File: src/rtl/can_error_frame_gen.sv
// CAN error frame generator: drives the active/passive error flag, waits out
// flag superposition, then sends the error delimiter and intermission. Form
// errors in the delimiter and long dominant runs are reported on extra_error
// so the error counter can apply the fault-confinement penalties.
module can_error_frame_gen #(
  parameter int FLAG_BITS         = 6,
  parameter int DELIM_BITS        = 8,
  parameter int INTERMISSION_BITS = 3,
  parameter int MAX_DOMINANT      = 8
) (
  input  logic clock,
  input  logic reset_n,
  input  logic enable,
  input  logic bit_tick,
  input  logic rx_bit,
  input  logic error_detected,
  input  logic error_passive,
  input  logic bus_off,
  output logic tx_bit,
  output logic busy,
  output logic flag_active,
  output logic frame_done,
  output logic extra_error
);

  localparam logic [3:0] FLAG_LAST  = 4'(FLAG_BITS - 1);
  localparam logic [3:0] DELIM_LAST = 4'(DELIM_BITS - 1);
  localparam logic [3:0] INTER_END  = 4'(INTERMISSION_BITS);
  localparam logic [3:0] DOM_LIMIT  = 4'(MAX_DOMINANT);

  typedef enum logic [2:0] {
    IDLE,
    FLAG,
    WAIT_REC,
    DELIM,
    INTER
  } state_t;

  state_t     state, state_next;
  logic [3:0] cnt, cnt_next;
  logic [3:0] dom_cnt, dom_cnt_next;
  logic       pending, pending_next;
  logic       flag_level, flag_level_next;
  logic       tx_next, busy_next, flag_active_next;
  logic       done_next, extra_next;

  // Next-state and next-output logic; every output is registered from these.
  always_comb begin
    state_next      = state;
    cnt_next        = cnt;
    dom_cnt_next    = dom_cnt;
    pending_next    = pending;
    flag_level_next = flag_level;
    tx_next         = tx_bit;
    done_next       = 1'b0;
    extra_next      = 1'b0;

    if (!enable || bus_off) begin
      state_next      = IDLE;
      cnt_next        = 4'd0;
      dom_cnt_next    = 4'd0;
      pending_next    = 1'b0;
      flag_level_next = 1'b0;
      tx_next         = 1'b1;
    end else begin
      case (state)
        IDLE: begin
          tx_next = 1'b1;
          if (bit_tick && (pending || error_detected)) begin
            state_next      = FLAG;
            pending_next    = 1'b0;
            flag_level_next = error_passive;
            tx_next         = error_passive;
            cnt_next        = 4'd0;
          end else if (error_detected) begin
            pending_next = 1'b1;
          end
        end

        FLAG: begin
          tx_next = flag_level;
          if (bit_tick) begin
            if (cnt == FLAG_LAST) begin
              state_next   = WAIT_REC;
              tx_next      = 1'b1;
              dom_cnt_next = 4'd0;
            end else begin
              cnt_next = cnt + 4'd1;
            end
          end
        end

        WAIT_REC: begin
          tx_next = 1'b1;
          if (bit_tick) begin
            if (rx_bit) begin
              // The first recessive bit is already delimiter bit 1.
              if (DELIM_LAST == 4'd0) begin
                state_next = INTER;
                cnt_next   = 4'd0;
              end else begin
                state_next = DELIM;
                cnt_next   = 4'd1;
              end
            end else if (dom_cnt + 4'd1 == DOM_LIMIT) begin
              extra_next   = 1'b1;
              dom_cnt_next = 4'd0;
            end else begin
              dom_cnt_next = dom_cnt + 4'd1;
            end
          end
        end

        DELIM: begin
          tx_next = 1'b1;
          if (bit_tick) begin
            if (rx_bit) begin
              if (cnt == DELIM_LAST) begin
                state_next = INTER;
                cnt_next   = 4'd0;
              end else begin
                cnt_next = cnt + 4'd1;
              end
            end else begin
              // Dominant bit inside the delimiter is a form error: new flag.
              extra_next      = 1'b1;
              state_next      = FLAG;
              cnt_next        = 4'd0;
              flag_level_next = error_passive;
              tx_next         = error_passive;
            end
          end
        end

        INTER: begin
          tx_next = 1'b1;
          if (bit_tick) begin
            if (!rx_bit || (cnt + 4'd1 == INTER_END)) begin
              state_next = IDLE;
              cnt_next   = 4'd0;
              done_next  = 1'b1;
            end else begin
              cnt_next = cnt + 4'd1;
            end
          end
        end

        default: begin
          state_next = IDLE;
          cnt_next   = 4'd0;
          tx_next    = 1'b1;
        end
      endcase
    end

    busy_next        = (state_next != IDLE);
    flag_active_next = (state_next == FLAG);
  end

  // State and output registers with asynchronous active-low reset.
  always_ff @(posedge clock or negedge reset_n) begin
    if (!reset_n) begin
      state       <= IDLE;
      cnt         <= 4'd0;
      dom_cnt     <= 4'd0;
      pending     <= 1'b0;
      flag_level  <= 1'b0;
      tx_bit      <= 1'b1;
      busy        <= 1'b0;
      flag_active <= 1'b0;
      frame_done  <= 1'b0;
      extra_error <= 1'b0;
    end else begin
      state       <= state_next;
      cnt         <= cnt_next;
      dom_cnt     <= dom_cnt_next;
      pending     <= pending_next;
      flag_level  <= flag_level_next;
      tx_bit      <= tx_next;
      busy        <= busy_next;
      flag_active <= flag_active_next;
      frame_done  <= done_next;
      extra_error <= extra_next;
    end
  end

endmodule

File: config.mk
export PLATFORM = sky130hd
export DESIGN_NAME = can_error_frame_gen
export DESIGN_NICKNAME = d
export VERILOG_FILES = /design/src/rtl/can_error_frame_gen.sv
export SDC_FILE = /design/constraint.sdc
export NUM_CORES = 1
export LEC_CHECK = 0
export ABC_AREA = 1
export CAP_MARGIN = 10
export CORE_ASPECT_RATIO = 1.25
export CORE_UTILIZATION = 45
export DETAILED_ROUTE_END_ITERATION = 6
export PLACE_DENSITY_LB_ADDON = 0.12
export SLEW_MARGIN = 40
export SYNTH_ARGS = -nofsm -noshare
export SYNTH_HDL_FRONTEND = slang
export SYNTH_SLANG_ARGS = --single-unit
File: constraint.sdc
create_clock -name clock -period 1.91 [get_ports clock]
set_input_delay 0.191 -clock clock [delete_from_list [all_inputs] [get_ports clock]]
set_output_delay 0.191 -clock clock [all_outputs]
set_load 0.01 [all_outputs]
==> flow_summary.json <==
{
  "p_clk_share_pct": 33.2,
  "io_buffers": 12,
  "area_growth_pct": 17.4,
  "cp_max_fo": 6,
  "routed_wl_um": 2820,
  "power_leakage_uw": 0.000675,
  "clockRootBuffer": "clkbuf_4",
  "fin_util_pct": 57.4,
  "endpoint_kind": "register",
  "final_common_cell": "nand2_1",
  "vias": 1208,
  "rrSetupSlack_ns": 0.29,
  "place_ws_ns": 0.224,
  "grt_pass1_wl_um": 4860,
  "drtPass1Iterations": 5,
  "grt-ovfl-total": 0,
  "finalHoldViolCount": 0,
  "multi_input_area_um2": 677,
  "fin_nets": 201,
  "p_sw_share_pct": 25.8,
  "setup_tns_ns": 0,
  "status": "finished, final reports clean",
  "max_freq_mhz": 617,
  "clock_path_buffers": 2,
  "fin_ws_ns": 0.290,
  "syn_inst": 170,
  "layout_min_cycle_time_ns": 1.62,
  "tritoncts": "done",
  "fill_cells": 236,
  "p_per_area_nw_per_um2": 510,
  "p_switching_uw": 189,
  "synth.cell_area_um2": 1220,
  "diodes": 0,
  "synth.area.top_cells": "dfrtp_1 35%, nand2_1 13%, nand3_1 9.0%",
  "ant_nets": 0,
  "io_pins": 13,
  "cts_num_sinks": 18,
  "grt_pass1_vias": 1084,
  "intPower_uw": 543,
  "die_x_um": 48.6,
  "drv_slew": 0,
  "drt_iter0_drc": 67,
  "ir_drop_v": 0.000453,
  "cp_data_required_time_ns": 2.11,
  "setup_viol": 0,
  "post-dp-hpwl_um": 2160,
  "hold_class": "input pin to asynchronous set/reset pin",
  "max_slew_margin_pct": 69.7,
  "tightest_slew_ns": 0.453,
  "regArea_um2": 452,
  "post_cts_buffers": 0,
  "cts_hold_buf": 0,
  "r2r-end": "busy$_DFF_PN0_",
  "grt_max_degree": 16,
  "drc": 0,
  "rsz0062_at_grt": "false",
  "die_area_um2": 2930,
  "power_frac_seq_pct": 53.3,
  "ys_seq_elements": 18,
  "final.period_utilization_pct": 84.8,
  "avgSynthCellArea_um2": 7.19,
  "die_y_um": 60.3,
  "antenna_found_initial": 0,
  "insertion_delay_ns": 0.30,
  "arrival_ns": 1.82,
  "yosysWarningCount": 0,
  "comb_power_share_pct": 13.4,
  "clkTransAtPathRegs_ns": 0.11,
  "core_area_um2": 2500,
  "criticalPathCategory": "register to register",
  "reg.largest.list": "cnt (4), dom_cnt (4), state (3)",
  "place_congestion": 0.911,
  "timing.rr.start": "cnt[1]$_DFFE_PN0P_",
  "cts_buffers": 3,
  "final_design_area_no_fill_um2": 1440,
  "syn_nets": 183,
  "worst_setup_path_start_kind": "register",
  "netlist-cell-type-count": 25,
  "initial_core_util_pct": 48.8,
  "cts_resized": 0,
  "cts_max_level": 1,
  "rows": 20,
  "wl_per_cell_um": 12.8,
  "synth_top_area_cell": "dfrtp_1",
  "synth_top_area_share_pct": 34.8,
  "via_per_inst": 5.49,
  "cap_violations": 0,
  "most-common-layout-cells": "43 x nand2_1, 22 x nand3_1, 17 x dfrtp_1",
  "finalClockSkew_ns": 0.00466,
  "rr_worst_depth": 9,
  "postPlaceCellArea_um2": 1400,
  "seq_area_frac_synth_pct": 36.9,
  "grt_usage_pct": 22.0,
  "drive_gt1_share_pct": 15.5
}
-- cell usage after synthesis (all sizes together) --
library cell / n
o21ai: 9
nand3: 24
buf: 3
nand3b: 2
dfrtp: 17
a21oi: 8
o211ai: 2
or2: 1
nand4: 4
nand2: 44
nor3: 6
dfstp: 1
xnor2: 2
nor2: 18
o22ai: 3
inv: 21
ha: 5
-- metrics by stage --
stage          total power (uW)  hold WS [ns]  cells
6_report                    732         0.189    220
5_1_grt                     764         0.217    220
4_1_cts                     736         0.196    220
3_5_place_dp                495         0.494    216
3_3_place_gp                494         0.497    216
2_1_floorplan               450        -0.105    170
-- metal layers --
metal  global-route usage [%]  share of wire (%)
met1                     26.8                 42
met2                     39.5                 50
met3                     2.29                7.2
met4                     9.24               0.78
met5                        0                  0
-- worst max-delay path by stage --
stage	cells past startpoint	from	to	slack [ns]
after floorplan	9	cnt[0]$_DFFE_PN0P_	busy$_DFF_PN0_	0.49
after global placement	9	bit_tick	busy$_DFF_PN0_	0.25
after detailed placement	9	bit_tick	busy$_DFF_PN0_	0.22
after CTS	9	cnt[1]$_DFFE_PN0P_	busy$_DFF_PN0_	0.29
after global routing	9	cnt[1]$_DFFE_PN0P_	busy$_DFF_PN0_	0.16
final	9	cnt[1]$_DFFE_PN0P_	busy$_DFF_PN0_	0.29
-- cells by family after synthesis --
kind of cell,Yosys count,share of synthesized area [%]
buf+inv,24,7.68
fa+ha+maj,5,5.12
xor+xnor,2,1.43
flops,18,37.0
simple gates,99,38.4
compound gates,22,10.4
-- area by class of cell --
type / instances / area share, %
well taps: 33 / 2.88
clock buffers: 4 / 2.53
inverters: 21 / 5.49
flip-flops and latches: 18 / 31.5
repair buffers: 16 / 10.5
multi-input cells: 128 / 47.2
-- critical path, cell delays in order (launching register included) --
cell and delay, ns:
dfrtp_1 0.46, ha_1 0.24, nand3_2 0.15, or2_1 0.25
nand2_1 0.06, nand3_1 0.07, nand2_1 0.09, inv_2 0.04
nor2_1 0.09, nand2_1 0.05
-- power by group through the flow --
stage               clock, uW  sequential, uW  combinational, uW
finish                    243             390               98.4
global route              264             391                109
CTS                       247             390               98.1
detailed placement          0             398               97.4
global placement            0             397               96.8
floorplan                   0             399               51.8
No activity file was read; power rests on OpenSTA's default activity.
